==> src/rtl/rom_dump_uart_tx_if.sv <==
// Bus between the ROM reader side and the hex-record UART transmitter.
// Latency: none, this is wiring only.
// Backpressure: none; requests arriving while busy is high are dropped by the transmitter.
interface rom_dump_uart_tx_if #(
    parameter int DATA_WIDTH    = 8,
    parameter int ADDRESS_WIDTH = 9
);
    logic [ADDRESS_WIDTH-1:0] address_line;
    logic [DATA_WIDTH-1:0]    data_line;
    logic                     send;
    logic                     auto_on_change;
    logic                     tx;
    logic                     busy;
    logic                     done;

    // Reader / host side: supplies the address/data pair and the requests.
    modport master (
        output address_line,
        output data_line,
        output send,
        output auto_on_change,
        input  tx,
        input  busy,
        input  done
    );

    // Transmitter side.
    modport slave (
        input  address_line,
        input  data_line,
        input  send,
        input  auto_on_change,
        output tx,
        output busy,
        output done
    );
endinterface

==> src/rtl/rom_dump_uart_tx.sv <==
// Snapshots address/data and sends it as an "AAA:DD\r\n" ASCII record on an 8N1 UART line.
// Latency: start bit on tx one cycle after the trigger edge; record lasts chars*10*CLK_DIV cycles.
// Backpressure: none; send/address changes while busy are ignored, nothing is queued.
module rom_dump_uart_tx #(
    parameter int DATA_WIDTH    = 8,
    parameter int ADDRESS_WIDTH = 9,
    parameter int CLK_DIV       = 434
) (
    input  logic              clk,
    input  logic              reset_n,
    rom_dump_uart_tx_if.slave bus
);

    // Record geometry: hex digits per field, padded to whole nibbles.
    localparam int ADDR_DIGITS = (ADDRESS_WIDTH + 3) / 4;
    localparam int DATA_DIGITS = (DATA_WIDTH + 3) / 4;
    localparam int ADDR_PAD_W  = ADDR_DIGITS * 4;
    localparam int DATA_PAD_W  = DATA_DIGITS * 4;
    // address digits + ':' + data digits + CR + LF
    localparam int REC_LEN     = ADDR_DIGITS + DATA_DIGITS + 3;
    localparam int IDX_W       = $clog2(REC_LEN);
    localparam int TMR_W       = $clog2(CLK_DIV);

    localparam logic [IDX_W-1:0] LAST_IDX = IDX_W'(REC_LEN - 1);
    localparam logic [IDX_W-1:0] IDX_ONE  = IDX_W'(1);
    localparam logic [TMR_W-1:0] TMR_LAST = TMR_W'(CLK_DIV - 1);
    localparam logic [TMR_W-1:0] TMR_ONE  = TMR_W'(1);

    typedef enum logic [1:0] {
        S_IDLE  = 2'd0,
        S_START = 2'd1,
        S_DATA  = 2'd2,
        S_STOP  = 2'd3
    } state_t;

    state_t                   state;
    state_t                   state_nxt;
    logic [TMR_W-1:0]         bit_timer;
    logic [2:0]               bit_cnt;
    logic [IDX_W-1:0]         char_idx;
    logic [ADDR_PAD_W-1:0]    addr_snap;
    logic [DATA_PAD_W-1:0]    data_snap;
    logic [ADDRESS_WIDTH-1:0] addr_prev;
    logic                     trig;
    logic                     bit_end;
    logic                     last_char;
    logic [7:0]               cur_char;
    logic                     tx_int;
    logic                     busy_int;
    logic                     done_q;

    // Nibble to uppercase ASCII hex digit.
    function automatic logic [7:0] to_hex(input logic [3:0] n);
        if (n > 4'd9) begin
            to_hex = 8'h37 + {4'h0, n};
        end else begin
            to_hex = 8'h30 + {4'h0, n};
        end
    endfunction

    // A simultaneous send and address change collapse into one trigger.
    assign trig      = bus.send | (bus.auto_on_change & (bus.address_line != addr_prev));
    assign bit_end   = (bit_timer == TMR_LAST);
    assign last_char = (char_idx == LAST_IDX);

    // State register; async reset drops tx back to idle-high at once.
    always_ff @(posedge clk or negedge reset_n) begin
        if (!reset_n) begin
            state <= S_IDLE;
        end else begin
            state <= state_nxt;
        end
    end

    // Next-state: start bit, 8 data bits, stop bit, then next char or idle.
    always_comb begin
        state_nxt = state;
        case (state)
            S_IDLE:  if (trig) state_nxt = S_START;
            S_START: if (bit_end) state_nxt = S_DATA;
            S_DATA:  if (bit_end && (bit_cnt == 3'd7)) state_nxt = S_STOP;
            S_STOP: begin
                if (bit_end) begin
                    state_nxt = last_char ? S_IDLE : S_START;
                end
            end
            default: state_nxt = S_IDLE;
        endcase
    end

    // Line level and busy decoded straight from the state.
    always_comb begin
        tx_int   = 1'b1;
        busy_int = 1'b1;
        case (state)
            S_IDLE:  busy_int = 1'b0;
            S_START: tx_int   = 1'b0;
            S_DATA:  tx_int   = cur_char[bit_cnt];
            default: tx_int   = 1'b1;
        endcase
    end

    // Character currently on the wire, picked from the snapshot by position.
    always_comb begin
        int                    idx;
        logic [ADDR_PAD_W-1:0] addr_sh;
        logic [DATA_PAD_W-1:0] data_sh;
        idx      = int'(char_idx);
        addr_sh  = '0;
        data_sh  = '0;
        cur_char = 8'h0A;
        if (idx < ADDR_DIGITS) begin
            addr_sh  = addr_snap >> (4 * (ADDR_DIGITS - 1 - idx));
            cur_char = to_hex(addr_sh[3:0]);
        end else if (idx == ADDR_DIGITS) begin
            cur_char = 8'h3A;
        end else if (idx < ADDR_DIGITS + 1 + DATA_DIGITS) begin
            data_sh  = data_snap >> (4 * (ADDR_DIGITS + DATA_DIGITS - idx));
            cur_char = to_hex(data_sh[3:0]);
        end else if (idx == REC_LEN - 2) begin
            cur_char = 8'h0D;
        end else begin
            cur_char = 8'h0A;
        end
    end

    // Bit timing, character sequencing, snapshot and change tracking.
    always_ff @(posedge clk or negedge reset_n) begin
        if (!reset_n) begin
            bit_timer <= '0;
            bit_cnt   <= '0;
            char_idx  <= '0;
            addr_snap <= '0;
            data_snap <= '0;
            addr_prev <= '0;
            done_q    <= 1'b0;
        end else begin
            // Tracks every cycle so changes seen while busy are absorbed.
            addr_prev <= bus.address_line;
            done_q    <= 1'b0;
            if (state == S_IDLE) begin
                if (trig) begin
                    addr_snap <= ADDR_PAD_W'(bus.address_line);
                    data_snap <= DATA_PAD_W'(bus.data_line);
                    char_idx  <= '0;
                    bit_timer <= '0;
                    bit_cnt   <= '0;
                end
            end else begin
                bit_timer <= bit_end ? '0 : (bit_timer + TMR_ONE);
                if ((state == S_DATA) && bit_end) begin
                    bit_cnt <= bit_cnt + 3'd1;
                end
                if ((state == S_STOP) && bit_end) begin
                    if (last_char) begin
                        done_q <= 1'b1;
                    end else begin
                        char_idx <= char_idx + IDX_ONE;
                    end
                end
            end
        end
    end

    assign bus.tx   = tx_int;
    assign bus.busy = busy_int;
    assign bus.done = done_q;

endmodule
==> src/flat_wrapper.sv <==
// flat-port wrapper written by rule: the top's interface ports become plain ports
module rom_dump_uart_tx_flat 
#(
    parameter int DATA_WIDTH    = 8,
    parameter int ADDRESS_WIDTH = 9,
    parameter int CLK_DIV       = 434
)
  (clk, reset_n, bus_address_line, bus_data_line, bus_send, bus_auto_on_change, bus_tx, bus_busy, bus_done);
  rom_dump_uart_tx_if #(.DATA_WIDTH(DATA_WIDTH), .ADDRESS_WIDTH(ADDRESS_WIDTH)) bus_i ();
  input  logic clk;
  input  logic reset_n;
  input wire logic [$bits(bus_i.address_line)-1:0] bus_address_line;
  input wire logic [$bits(bus_i.data_line)-1:0] bus_data_line;
  input wire logic [$bits(bus_i.send)-1:0] bus_send;
  input wire logic [$bits(bus_i.auto_on_change)-1:0] bus_auto_on_change;
  output wire logic [$bits(bus_i.tx)-1:0] bus_tx;
  output wire logic [$bits(bus_i.busy)-1:0] bus_busy;
  output wire logic [$bits(bus_i.done)-1:0] bus_done;
  assign bus_i.address_line = bus_address_line;
  assign bus_i.data_line = bus_data_line;
  assign bus_i.send = bus_send;
  assign bus_i.auto_on_change = bus_auto_on_change;
  assign bus_tx = bus_i.tx;
  assign bus_busy = bus_i.busy;
  assign bus_done = bus_i.done;
  rom_dump_uart_tx #(.DATA_WIDTH(DATA_WIDTH), .ADDRESS_WIDTH(ADDRESS_WIDTH), .CLK_DIV(CLK_DIV)) u_core (.clk(clk), .reset_n(reset_n), .bus(bus_i));
endmodule
==> config.mk <==
export PLATFORM = sky130hd
export DESIGN_NAME = rom_dump_uart_tx_flat
export DESIGN_NICKNAME = d
export VERILOG_FILES = /design/src/rtl/rom_dump_uart_tx_if.sv /design/src/rtl/rom_dump_uart_tx.sv /design/src/flat_wrapper.sv
export SDC_FILE = /design/constraint.sdc
export NUM_CORES = 1
export LEC_CHECK = 0
export BUFFER_PORTS_ARGS = -buffer_cell sky130_fd_sc_hd__buf_2
export CORE_AREA = 2 2 94 96
export CTS_BUF_LIST = sky130_fd_sc_hd__clkbuf_4 sky130_fd_sc_hd__clkbuf_8
export DETAILED_ROUTE_END_ITERATION = 10
export DIE_AREA = 0 0 96 98
export PLACE_DENSITY = 0.5
export SETUP_SLACK_MARGIN = 0.4
export SLEW_MARGIN = 25
export SYNTH_ARGS = -nofsm -noshare
export SYNTH_HDL_FRONTEND = slang
export SYNTH_SLANG_ARGS = --single-unit
==> constraint.sdc <==
create_clock -name clk -period 7.7 [get_ports clk]
set_input_delay 1.54 -clock clk [delete_from_list [all_inputs] [get_ports clk]]
set_output_delay 1.54 -clock clk [all_outputs]
set_load 0.05 [all_outputs]
Word-level counts from Yosys, hierarchy flattened
Index checks and enable logic that the tools add are counted.
{"block": "totals", "n_memories": 0, "inputBits": 21, "out_inout_bits": 3, "latch_bits": 0, "ff_bits": 44, "ram_bits": 0, "mem_bits_ro": 0}
{"block": "op_classes", "n_reduce_logical": 10, "addsub": 9, "n_eq_ne": 14, "div_mod_pow": 0, "n_bitwise": 2, "n_shift": 2, "mul": 0, "n_mux": 28, "magnitude_cmp": 5}
{"cell": "$mux W8", "n": 5}
{"cell": "$shr A8 B32 Y4", "n": 1}
{"cell": "$shr A9 B32 Y4", "n": 1}
{"cell": "$add A6 B4 Y7 const A", "n": 4}
{"cell": "$mux W9", "n": 3}
{"cell": "$mux W3", "n": 7}
{"cell": "$add A9 B1 Y9 const B", "n": 1}
{"cell": "$eq A3 B3 Y1 const B", "n": 3}
{"cell": "$eq A9 B9 Y1 const B", "n": 1}
{"cell": "$ne A9 B9 Y1", "n": 1}
{"cell": "$gt A4 B4 Y1 const B", "n": 2}
{"cell": "$mux W2", "n": 4}
{"cell": "$ne A2 B1 Y1 const B", "n": 4}
{"cell": "$pmux W2 S4", "n": 1}
{"cell": "$add A3 B1 Y3 const B", "n": 2}
{"cell": "$mux W1", "n": 6}
{"cell": "$eq A2 B2 Y1 const B", "n": 2}
{"cell": "$lt A3 B4 Y1 const B", "n": 1}
{"cell": "$reduce_and A2 Y1", "n": 2}
{"cell": "$reduce_and A4 Y1", "n": 1}
{"cell": "$reduce_bool A2 Y1", "n": 2}
{"cell": "$sub A2 B3 Y4 const A", "n": 1}
{"cell": "$sub A3 B3 Y4 const A", "n": 1}
{"cell": "$bmux W1 S3", "n": 1}
{"cell": "11 further kinds", "n": 13}

Depth between registers and ports, before layout
{"block": "depth", "depth_word": 10, "mapped_depth": 14, "ltp_nobuf": 13}

Least setup slack after synthesis
OpenSTA, ideal clock, no wires.
{"block": "synth_path", "path_kind": "flip-flop to output port", "startpoint": "reg u_core.char_idx[0]", "endpoint": "out bus_tx", "path_buffers": 1, "arrival_time_ns": 3.835, "slack_ns": 2.325, "path_stages_with_launch": 15, "path_cell_list": "dfrtp_1 -> buf_6 -> inv_1 -> ha_1 -> nand2b_1 -> mux2_2 -> nor2_1 -> inv_1 -> ha_1 -> or2_1 -> a211oi_1 -> xnor2_1 -> a21oi_1 -> o2bb2ai_1 -> a311oi_1"}
{"block": "synth_via", "elab_chain_len": 10, "word_cells_on_any_way": 23, "classes_between": "add/sub (6); order compare (4); eq/ne (2); shift (2); mux (9)"}
{"element": "start: declaration", "line_no": "rom_dump_uart_tx.sv:40", "rtl": "logic [IDX_W-1:0] char_idx;"}
{"element": "start signal: assignment", "line_no": "rom_dump_uart_tx.sv:158", "rtl": "char_idx <= char_idx + IDX_ONE;"}
{"element": "$sub A3 B3 Y4", "line_no": "rom_dump_uart_tx.sv:118", "rtl": "data_sh = data_snap >> (4 * (ADDR_DIGITS + DATA_DIGITS - idx));"}
{"element": "$shr A8 B32 Y4", "line_no": "rom_dump_uart_tx.sv:118"}
{"element": "$add A6 B4 Y7 (tied with other cells)", "line_no": "rom_dump_uart_tx.sv:57", "rtl": "to_hex = 8'h30 + {4'h0, n};"}
{"element": "$mux W8", "line_no": "rom_dump_uart_tx.sv:54", "rtl": "if (n > 4'd9) begin"}
{"element": "$mux W8", "line_no": "rom_dump_uart_tx.sv:117", "rtl": "end else if (idx < ADDR_DIGITS + 1 + DATA_DIGITS) begin"}
{"element": "$mux W8", "line_no": "rom_dump_uart_tx.sv:115", "rtl": "end else if (idx == ADDR_DIGITS) begin"}
{"element": "$mux W8 *", "line_no": "rom_dump_uart_tx.sv:112", "rtl": "if (idx < ADDR_DIGITS) begin"}
{"element": "$bmux W1 S3 *", "line_no": "rom_dump_uart_tx.sv:98", "rtl": "S_DATA: tx_int = cur_char[bit_cnt];"}
{"element": "$mux W1 (not written as such) *", "line_no": "rom_dump_uart_tx.sv:98"}
{"element": "$pmux W1 S2 *", "line_no": "rom_dump_uart_tx.sv:95", "rtl": "case (state)"}
{"element": "end: declaration", "line_no": "flat_wrapper.sv:16", "rtl": "output wire logic [$bits(bus_i.tx)-1:0] bus_tx;"}
Every way passes the cells marked *; elsewhere a longest branch is shown, timed or not. The select of a mux whose other input is x is not followed.

Final worst setup path
Same ends and word-level chain as after synthesis.

==> results.md <==
- Count of different cell masters after synthesis: 57
- Warnings from Yosys: 0
- Total CTS buffers: 5
- Worst skew pair latency: 0.31 ns
- Crit share post-route: between 70% and 80%
- Most common flop cell mapped by yosys: dfrtp_1
- Setup Skew: about 0.0063 ns
- RSZ-0062 raised after global routing: false
- Initial Util: 32.60%
- Post-synth EDFFs: 0
- Post-synth top area share: between 30% and 40%
- Avg Cell Area, Syn: a little under 10 sq um
- Dpl ws: ~2.3 ns
- Syn_nets: between 300 and 400
- Worst-margin pin slew: between 0.7 and 0.8 ns
- Post-Synthesis Cells: about 280
- # clock sinks: 44
- Global-route wire length before repair: between 10 and 15 mm
- Final HPWL DP: 4.238 mm
- CTS tree: done
- Layout Nets: 339
- Drt drc: 0
- Critical path class: reg2out
- WL final: 5.755 mm
- Hold Violations, Final: 0
- DIE WIDTH: around 96 um
- Synth area leaders: dfrtp_1 (40%), ha_1 (8.6%), mux2_1 (8.2%)
- Family with the most delay on the worst path: flip-flops
- Hold crit path type: reg2reg
- Placed cells: 400
- DRT antenna net count: 0
- Required @ worst endpoint: approximately 6 ns
- CP Max Fanout: 21
- Finish-stage setup viols: 0
- Fin crit period: 5.709 ns
- Layout area overhead: 11.24%
- Max Fclk: between 150 and 200 MHz
- PortBufs: 23
- Io pins: 24
- Layout cells sized above 1: between 10% and 20%
- All-Layer GR Usage: between 10% and 20%
- Final Max Slew Viols: 0
- Detailed Route Iter0 Violations: 73
- Post-CTS Resized: 0
- Pin count of the biggest net entering global routing: 45
- Initial antenna violation count: 0
- Drt via density: around 5.1
- Root buffer cell: clkbuf_8
- Run status: complete, no violations
- Worst path max stage delay: between 0.8 and 0.9 ns
- CP Buf/Inv Count: 3
- Total number of vias: around 2100
- Power Total: 0.0009235 W
- Row cnt: 34
- Clock transition at path regs: 0.09 ns
- CTS hold repair buffers: 0
- Hold Crit Start: u_core.bit_timer[4]
- Slowest CP cell: dfrtp_1
- Most common cell in the synthesized netlist: dfrtp_1
- Post-CTS Setup Repair Bufs: 0
- DRT Pass-1 Iters: 4
- Die ar.: about 0.0094 sq mm
- Wire per inst: 14.11 um
- Vias in the first global route: 2079
- CP Cell Sequence: inv_1 > ha_1 > nand2b_1 > mux2_2 > nor2_1 > inv_1 > ha_1 > or2_1 > a21oi_1 > nor2b_1 > a31o_1 > a311oi_1 > a311oi_1 > buf_2
- Cell Area, Synth: about 0.0028 sq mm
- Die height: roughly 98 um
- Share of flip-flops with an asynchronous set or reset: 100.0%
- Synth top cells by count: dfrtp_1 (44), mux2_1 (20), ha_1 (19), nor2_1 (19), nand2_1 (18)
- Core Box Area: approximately 0.0085 sq mm
- H-tree depth: 2
- Final WS setup: approximately 2.0 ns
- Leakage power: 1.324 nW
- Critical path launch point type: flop
- Crit end category: output port
- Reg2reg start: u_core.state[0]
- Remaining global-route overflow: 0
- Power density cells: ~300 mW/mm^2
- Seq/Total Area, Yosys: 39.89%
- Post-synth top area cell: dfrtp_1
- Clock Path Buffers: 2
- Setup TNS: 0 ns
- Worst vdd ir: about 0.11 mV
- Crit path launch: u_core.char_idx[0]
- Synth Register Bits: 44
- Number of max-cap violations: 0
- Layout Cells excl Fill: approximately 410
- Routability congestion estimate: a little over 0.8
- Worst Path Arrival: 4.17 ns
- N_diodes: 0
- Worst slew margin: between 40% and 50%
-- state kept, by name, summed over array words and instances (netlist names) --
signal and count:
u_core.addr_snap 9, u_core.char_idx 3, u_core.state 2, u_core.bus.done 1, u_core.bit_timer 9, u_core.bit_cnt 3, u_core.data_snap 8, u_core.addr_prev 9
-- cell type report --
| type | instances | area (sq um) |
|---|---|---|
| Fill cell | 854 | 5395 |
| Clock inverter | 3 | 47.55 |
| Sequential cell | 44 | 1101 |
| Clock buffer | 5 | 68.82 |
| Timing Repair Buffer | 23 | 117.6 |
| Tap cell | 108 | 135.1 |
| Inverter | 14 | 52.55 |
| Multi-Input combinational cell | 211 | 1548 |
-- power by group --
group | total, W | internal (W) | switching [W]
Sequential | 0.000367 | 0.000301 | 0.0000653
Combinational | 0.000373 | 0.000162 | 0.000212
Clock | 0.000184 | 0.0000978 | 0.0000859
Total | 0.000924 | 0.000561 | 0.000363
-- path summary, 6_finish.rpt --
path | cells past startpoint | to | slack (ns)
worst min-delay path | 1 | u_core.bit_timer[4] | 0.50
min in group asynchronous | 1 | u_core.addr_prev[1] | 1.22
worst max-delay path | 14 | bus_tx | 1.99
worst max register to register | 7 | u_core.state[1] | 5.05
worst min register to register | 1 | u_core.bit_timer[4] | 0.50
max in group asynchronous | 1 | u_core.bit_cnt[0] | 6.10
-- cell families (layout without fill, tap and decap cells) --
group	after synthesis	count (layout)	share of synthesized area, %
adder cells (fa/ha/maj)	19	19	8.613
multiplexers	31	31	12.47
flip-flops	44	44	39.89
AO/OA/AOI/OAI	66	66	15.59
AND/OR/NAND/NOR	81	81	14.96
XOR/XNOR	14	14	4.442
buffers and inverters	23	45	4.034
-- per-stage QoR --
step | hold slack [ns] | instance area [sq um] | util [%]
2_1_floorplan | 0.4467 | 2760 | -
3_3_place_gp | 0.4796 | 2952 | 34.87
3_5_place_dp | 0.4800 | 2952 | 34.87
4_1_cts | 0.4942 | 3068 | 36.24
5_1_grt | 0.5225 | 3070 | 36.27
6_report | 0.4959 | 3070 | 36.27
-- layer usage --
layer	part of all wire, %	GRT usage [%]	vias up
met5	0	0	-
met4	1.5	4.286	0
met3	2.4	2.623	6
met2	46	21.26	36
met1	50	18.95	1011
li1	-	-	1032
-- placed cells by master (no fill, tap or decap), types with 5 or more instances in the layout --
cell type,n
a21oi_1,7
buf_2,22
clkbuf_8,5
dfrtp_1,44
ha_1,19
inv_1,12
mux2_1,20
mux2i_1,7
nand2_1,18
nand2b_1,6
nand3_1,7
nor2_1,19
nor3_1,6
o21ai_0,10
o21ai_1,15
o22ai_1,5
xor2_1,10
(Power assumes the default switching activity.)
